<file path="config.mk">
export PLATFORM = sky130hd
export DESIGN_NAME = fetch_sequencer
export DESIGN_NICKNAME = d
export VERILOG_FILES = /design/src/rtl/fetch_sequencer_pkg.sv /design/src/rtl/fetch_sequencer_fifo.sv /design/src/rtl/fetch_sequencer.sv
export SDC_FILE = /design/constraint.sdc
export NUM_CORES = 1
export LEC_CHECK = 0
export BUFFER_PORTS_ARGS = -buffer_cell sky130_fd_sc_hd__buf_4
export CAP_MARGIN = 25
export CELL_PAD_IN_SITES_DETAIL_PLACEMENT = 1
export CELL_PAD_IN_SITES_GLOBAL_PLACEMENT = 2
export CORE_AREA = 2 2 168 170
export DETAILED_ROUTE_END_ITERATION = 7
export DIE_AREA = 0 0 170 172
export PLACE_DENSITY_LB_ADDON = 0.2
export SLEW_MARGIN = 20
export SYNTH_ARGS = -nofsm -noshare
export SYNTH_HDL_FRONTEND = slang
export SYNTH_SLANG_ARGS = --single-unit
export TNS_END_PERCENT = 100
</file>
<file path="constraint.sdc">
create_clock -name clk_i -period 6.5 [get_ports clk_i]
set_input_delay 0.975 -clock clk_i [delete_from_list [all_inputs] [get_ports clk_i]]
set_output_delay 0.975 -clock clk_i [all_outputs]
set_load 0.02 [all_outputs]
</file>
<file path="src/rtl/fetch_sequencer_pkg.sv">
`default_nettype none
// ============================================================================
// Module      : fetch_pkg
// Description : Shared types and constants for the instruction fetch
//               sequencer: FSM state encoding, prefetch FIFO entry layout,
//               default reset PC and the NOP word shown on an empty head.
// Revision    : 1.0 - initial release
// ============================================================================
package fetch_pkg;

  typedef enum logic [1:0] {
    IDLE   = 2'd0,
    RUN    = 2'd1,
    HALTED = 2'd2
  } state_e;

  localparam logic [31:0] RESET_PC_DEFAULT = 32'h0000_0000;
  localparam logic [31:0] INSTR_NOP        = 32'h0000_0000;
  localparam logic [31:0] PC_STEP          = 32'd4;

  // One prefetched instruction together with the address it came from.
  typedef struct packed {
    logic [31:0] pc;
    logic [31:0] word;
  } entry_t;

  // Instruction addresses are word aligned; the low two bits are dropped.
  function automatic logic [31:0] align_pc(input logic [31:0] pc);
    return pc & 32'hFFFF_FFFC;
  endfunction

endpackage
`default_nettype wire

</file>
<file path="src/rtl/fetch_sequencer_fifo.sv">
`default_nettype none
// ============================================================================
// Module      : fetch_fifo
// Description : Generic synchronous FIFO used as the prefetch buffer.
//               Head is read combinationally; flush empties the FIFO and
//               wins over push/pop in the same cycle. A push into a full
//               FIFO is accepted only when a pop happens in the same cycle.
// Ports       : clk_i   - clock, rising edge
//               rst_ni  - asynchronous active-low reset (empties the FIFO)
//               push_i  - write data_i at the tail
//               pop_i   - drop the head entry (ignored when empty)
//               flush_i - discard all entries
//               data_i  - tail write data
//               full_o  - all DEPTH entries occupied
//               empty_o - no entries occupied
//               head_o  - oldest entry (undefined content when empty)
// Revision    : 1.0 - initial release
// ============================================================================
module fetch_fifo #(
  parameter int DEPTH = 2,
  parameter int WIDTH = 64
) (
  input  logic             clk_i,
  input  logic             rst_ni,
  input  logic             push_i,
  input  logic             pop_i,
  input  logic             flush_i,
  input  logic [WIDTH-1:0] data_i,
  output logic             full_o,
  output logic             empty_o,
  output logic [WIDTH-1:0] head_o
);

  localparam int              c_PTR_W   = $clog2(DEPTH);
  localparam logic [c_PTR_W:0] c_PTR_ONE = {{c_PTR_W{1'b0}}, 1'b1};

  // Pointers carry one extra wrap bit so full and empty are distinguishable.
  logic [c_PTR_W:0] wr_ptr_q, wr_ptr_d;
  logic [c_PTR_W:0] rd_ptr_q, rd_ptr_d;
  logic [WIDTH-1:0] mem_q [DEPTH];
  logic             w_do_push;
  logic             w_do_pop;

  assign empty_o = (wr_ptr_q == rd_ptr_q);
  assign full_o  = (wr_ptr_q[c_PTR_W] != rd_ptr_q[c_PTR_W]) &&
                   (wr_ptr_q[c_PTR_W-1:0] == rd_ptr_q[c_PTR_W-1:0]);

  assign w_do_pop  = pop_i & ~empty_o;
  // When full, the slot being written is the one being popped this cycle.
  assign w_do_push = push_i & (~full_o | w_do_pop);

  assign head_o = mem_q[rd_ptr_q[c_PTR_W-1:0]];

  always_comb begin
    wr_ptr_d = wr_ptr_q;
    rd_ptr_d = rd_ptr_q;
    if (flush_i) begin
      wr_ptr_d = '0;
      rd_ptr_d = '0;
    end else begin
      if (w_do_push) wr_ptr_d = wr_ptr_q + c_PTR_ONE;
      if (w_do_pop)  rd_ptr_d = rd_ptr_q + c_PTR_ONE;
    end
  end

  always_ff @(posedge clk_i or negedge rst_ni) begin
    if (!rst_ni) begin
      wr_ptr_q <= '0;
      rd_ptr_q <= '0;
    end else begin
      wr_ptr_q <= wr_ptr_d;
      rd_ptr_q <= rd_ptr_d;
    end
  end

  // Storage needs no reset: the pointers alone decide what is valid.
  always_ff @(posedge clk_i) begin
    if (!flush_i && w_do_push) begin
      mem_q[wr_ptr_q[c_PTR_W-1:0]] <= data_i;
    end
  end

endmodule
`default_nettype wire

</file>
<file path="src/rtl/fetch_sequencer.sv">
`default_nettype none
// ============================================================================
// Module      : fetch_sequencer
// Description : Owns the program counter, drives the combinational
//               instruction memory read port, buffers fetched words in a
//               prefetch FIFO and hands them to decode via valid/ready.
//               Supports halt, enable, and redirect with flush.
// Ports       : clk_i            - clock, rising edge
//               rst_ni           - asynchronous active-low reset
//               enable_i         - 0 holds the sequencer in IDLE
//               halt_i           - stops new fetches while high
//               redirect_i       - pulse: load redirect_pc_i, flush FIFO
//               redirect_pc_i    - redirect target (bits [1:0] ignored)
//               imem_addr_o      - word-aligned instruction memory address
//               imem_data_i      - instruction word for imem_addr_o
//               instr_valid_o    - FIFO head holds an instruction
//               instr_ready_i    - decode accepts the head this cycle
//               instr_o          - head instruction word
//               instr_pc_o       - PC of head instruction
//               instr_pc_plus4_o - instr_pc_o + 4
//               busy_o           - sequencer is in RUN
//               accept_count_o   - number of accepted handshakes
// Revision    : 1.0 - initial release
// ============================================================================
module fetch_sequencer
  import fetch_pkg::*;
#(
  parameter logic [31:0] RESET_PC = RESET_PC_DEFAULT,
  parameter int          DEPTH    = 2,
  parameter int          CNT_W    = 32
) (
  input  logic             clk_i,
  input  logic             rst_ni,
  input  logic             enable_i,
  input  logic             halt_i,
  input  logic             redirect_i,
  input  logic [31:0]      redirect_pc_i,
  output logic [31:0]      imem_addr_o,
  input  logic [31:0]      imem_data_i,
  output logic             instr_valid_o,
  input  logic             instr_ready_i,
  output logic [31:0]      instr_o,
  output logic [31:0]      instr_pc_o,
  output logic [31:0]      instr_pc_plus4_o,
  output logic             busy_o,
  output logic [CNT_W-1:0] accept_count_o
);

  localparam logic [CNT_W-1:0] c_CNT_ONE = {{(CNT_W-1){1'b0}}, 1'b1};

  state_e           state_q, state_d;
  logic [31:0]      pc_q, pc_d;
  logic [CNT_W-1:0] count_q, count_d;

  logic             w_full;
  logic             w_empty;
  logic             w_handshake;
  logic             w_fetch;
  entry_t           w_push_entry;
  entry_t           w_head;

  // --------------------------------------------------------------------------
  // Control FSM. Enable=0 dominates; a redirect keeps RUN from entering HALTED
  // so that the redirect target can be fetched once halt drops.
  // --------------------------------------------------------------------------
  always_comb begin
    state_d = state_q;
    case (state_q)
      IDLE: begin
        if (enable_i) state_d = RUN;
      end
      RUN: begin
        if (!enable_i)                     state_d = IDLE;
        else if (halt_i && !redirect_i)    state_d = HALTED;
      end
      HALTED: begin
        if (!enable_i)      state_d = IDLE;
        else if (!halt_i)   state_d = RUN;
      end
      default: state_d = IDLE;
    endcase
  end

  // --------------------------------------------------------------------------
  // Fetch / handshake. A handshake coinciding with a redirect is discarded,
  // so it neither pops nor counts (the flush clears the FIFO anyway).
  // --------------------------------------------------------------------------
  assign w_handshake = ~w_empty & instr_ready_i & ~redirect_i;
  assign w_fetch     = (state_q == RUN) & enable_i & ~halt_i & ~redirect_i &
                       (~w_full | w_handshake);

  assign w_push_entry.pc   = pc_q;
  assign w_push_entry.word = imem_data_i;

  always_comb begin
    pc_d    = pc_q;
    count_d = count_q;
    if (redirect_i) begin
      pc_d = align_pc(redirect_pc_i);
    end else if (w_fetch) begin
      pc_d = pc_q + PC_STEP;
    end
    if (w_handshake) begin
      count_d = count_q + c_CNT_ONE;
    end
  end

  always_ff @(posedge clk_i or negedge rst_ni) begin
    if (!rst_ni) begin
      state_q <= IDLE;
      pc_q    <= align_pc(RESET_PC);
      count_q <= '0;
    end else begin
      state_q <= state_d;
      pc_q    <= pc_d;
      count_q <= count_d;
    end
  end

  fetch_fifo #(
    .DEPTH (DEPTH),
    .WIDTH ($bits(entry_t))
  ) u_fifo (
    .clk_i   (clk_i),
    .rst_ni  (rst_ni),
    .push_i  (w_fetch),
    .pop_i   (w_handshake),
    .flush_i (redirect_i),
    .data_i  (w_push_entry),
    .full_o  (w_full),
    .empty_o (w_empty),
    .head_o  (w_head)
  );

  // --------------------------------------------------------------------------
  // Outputs. An empty head is presented as NOP at PC 0 so the decode-facing
  // signals have defined values straight out of reset.
  // --------------------------------------------------------------------------
  assign imem_addr_o      = pc_q;
  assign instr_valid_o    = ~w_empty;
  assign instr_o          = w_empty ? INSTR_NOP : w_head.word;
  assign instr_pc_o       = w_empty ? 32'h0000_0000 : w_head.pc;
  assign instr_pc_plus4_o = instr_pc_o + PC_STEP;
  assign busy_o           = (state_q == RUN);
  assign accept_count_o   = count_q;

endmodule
`default_nettype wire

</file>
==> metrics.md <==
| Metric | Value |
|---|---|
| Comb pwr share | 0.185 |
| R2r setup slk | between 2000 and 3000 ps |
| Area leader, netlist | edfxtp_1 |
| Post-Syn Instances | a little under 800 |
| Post-synth top area share | 0.4069 |
| Inserted Diodes | 0 |
| Initial Utilization | 0.3331 |
| Max Cap Viol | 0 |
| Count of cell types in the netlist | 57 |
| Share of cells above drive strength 1 | 0.2760 |
| Final setup fails | 0 |
| Nets@finish | 1078 |
| Tcrit/Tclk final | 0.7358 |
| Crit path DAT | 3810 ps |
| H-tree level count | 4 |
| First-pass DRT Iterations | 4 |
| YS warnings | 0 |
| Worst path required time | between 5000 and 6000 ps |
| Total track usage | 0.1764 |
| Synth area leaders | edfxtp_1, dfrtp_1, xnor2_1, mux2i_1, nor2_1 |
| Hold depth | 1 |
| Seq cells post-synth | 192 |
| Placer Congestion | 0.7607 |
| Die area | 29240 µm² |
| CORE AREA | roughly 27000 µm² |
| Post-route DRC | 0 |
| Post-synthesis instance area | 9151 µm² |
| Largest net degree at the start of global routing | 69 |
| Post-route ant nets | 0 |
| IO Port Bufs | about 220 |
| Most common cell in the synthesized netlist | edfxtp_1 |
| Maximum VDD drop | 0.1690 mV |
| Hold WC Path Type | flip-flop to flip-flop |
| Post-CTS Setup Inserts | 0 |
| Routed len/inst | between 15 and 20 µm |
| Worst R2R Path Depth | 5 |
| Die Y | 172 µm |
| CP startpoint kind | flip-flop |
| Initial antenna violation count | 0 |
| Worst Hold Path EP | accept_count_o[31] |
| P_int | 2092 µW |
| First-pass GRT wire length | 39.67 mm |
| Cts bufs inserted | 17 |
| Kind of critical path | flip-flop to output pin |
| Psw | 910.1 µW |
| Starting DRT DRC Count | between 300 and 400 |
| Later-pin clock latency in the skew report | 440 ps |
| Avg Synthesized Cell Area | between 10 and 15 µm² |
| Crit end category | output pin |
| Placed cell areas | 11160 µm² |
| Slew Viols, Final | 0 |
| Unrepaired setup endpoints after global routing | false |
| Via density | around 5 |
| Setup_tns | 0 ps |
| Fmax | 209.1 MHz |
| Die Wd | 170 µm |
| CTS tree | built |
| Worst r2r src | u_fifo.rd_ptr_q[0] |
| Vias | roughly 6900 |
| Max Clock Skew | between 15 and 20 ps |
| Final hold violations | 0 |
| Status | complete, no violations |
| Fin area | 11720 µm² |
| PwrDens | 256.1 nW/µm² |
| Post-synth EDFFs | 124 |
| Hold slack final | 481.6 ps |
| Slew @ Worst Pin | 921.9 ps |
| Sw frac | 0.3031 |
| Part of the power in the clock network | 0.339 |
| Share of async-settable or async-resettable flops after synthesis | 0.3542 |
| Clock sink total | 192 |
| CTS root buf | clkbuf_16 |
| Worst hold start | accept_count_o[31] |
| Crit path time final | 4783 ps |
| Post-synth top cells | edfxtp_1, nor2_1, nand2_1 |
| Post-cts sizing count | 0 |
| WL final | 25.94 mm |
| Io pins | 232 |
| Slew headroom | 0.3854 |
| CP max FO | 61 |
| Most used DFF post-synth | edfxtp_1 |
| Clk buf depth | 2 |
| Number of global-route vias before repair | approximately 6900 |
| Syn-to-layout area delta | 28.11% |
| Leakage | 0.004817 µW |
| FF-to-FF End | u_fifo.mem_q[1][7] |
| Hold buffers post-CTS | 0 |
| Cell Rows | 61 |
| Reg power frac | 0.476 |
| Seq/Total Area, Yosys | 0.5928 |
| DP HPWL | 18.60 mm |
| Total congestion overflow | 0 |
| Worst-path clk slew | 80 ps |
[per-stage QoR]
step	instances	power [µW]	util	setup WS [ps]
finish	1364	3002	0.4267	1717
global route	1364	3134	0.4267	1432
CTS	1364	3041	0.4267	1650
detailed placement	1332	2017	0.4062	2128
global placement	1332	2011	0.4062	2147
floorplan	795	1743	-	1144
[area by class of cell]
class | instances | area, µm²
fillers | 3057 | 15750
flip-flops and latches | 192 | 5429
multi-input cells | 534 | 3461
repair buffers | 230 | 1727
clock buffers | 19 | 442.9
well taps | 346 | 432.9
clock inverters | 13 | 118.9
inverters | 30 | 112.6
[logic make-up after synthesis]
kind of cell,Yosys count,synth area share
other cells,1,0.0004098
flops,192,0.5928
xor+xnor,63,0.06194
compound gates,118,0.09147
mux,46,0.05045
fa+ha+maj,3,0.004102
simple gates,298,0.1660
buf+inv,69,0.03281
[worst max path at each step]
| stage | from | end | slack [ps] | cells after the start |
|---|---|---|---|---|
| 3_3_place_gp | u_fifo.rd_ptr_q[0] | instr_pc_plus4_o[30] | 2150 | 9 |
| 3_5_place_dp | u_fifo.rd_ptr_q[0] | instr_pc_plus4_o[30] | 2130 | 9 |
| 4_1_cts | u_fifo.rd_ptr_q[0] | instr_pc_plus4_o[30] | 1650 | 9 |
| 6_report | u_fifo.rd_ptr_q[0] | instr_pc_plus4_o[30] | 1720 | 9 |
| 5_1_grt | u_fifo.rd_ptr_q[0] | instr_pc_plus4_o[25] | 1430 | 8 |
| 2_1_floorplan | redirect_i | u_fifo.mem_q[0][0] | 1140 | 6 |
[power by group through the flow]
stage	logic [µW]	registers (µW)	clock network, µW
2_1_floorplan	298	1440	0
3_3_place_gp	557	1450	0
3_5_place_dp	562	1460	0
4_1_cts	562	1430	1050
5_1_grt	601	1440	1090
6_report	554	1430	1020
[critical path, stage by stage (launching register included)]
cell       delay (ps)
dfrtp_4           970
xnor2_1           280
and2_2            310
nor2_1            210
ha_1              280
o2111ai_2         210
nor4_4            590
nand4_1           190
xnor2_1           180
buf_4             160
[routing by layer]
layer,up-vias,GRT usage,routed length [µm]
li1,3303,-,-
met1,3350,0.2621,12730
met2,198,0.2699,11490
met3,10,0.02838,1522
met4,0,0.04236,198
met5,-,0,0
[cell usage in the layout, fill, tap and decap left out, types with 30 or more instances in the layout]
cell        n
nand2_1    78
edfxtp_1  124
xnor2_1    52
mux2i_1    45
o21ai_0    30
dfrtp_1    67
inv_1      30
buf_4     230
nand3_1    36
nor2_1     80
[flip-flops by register name (all words and copies together) (netlist names)]
| signal | cells |
|---|---|
| u_fifo.wr_ptr_q | 2 |
| u_fifo.rd_ptr_q | 2 |
| state_q | 2 |
| accept_count_o | 32 |
| u_fifo.mem_q | 124 |
| imem_addr_o | 30 |
Power figures use the tool's default switching activity.
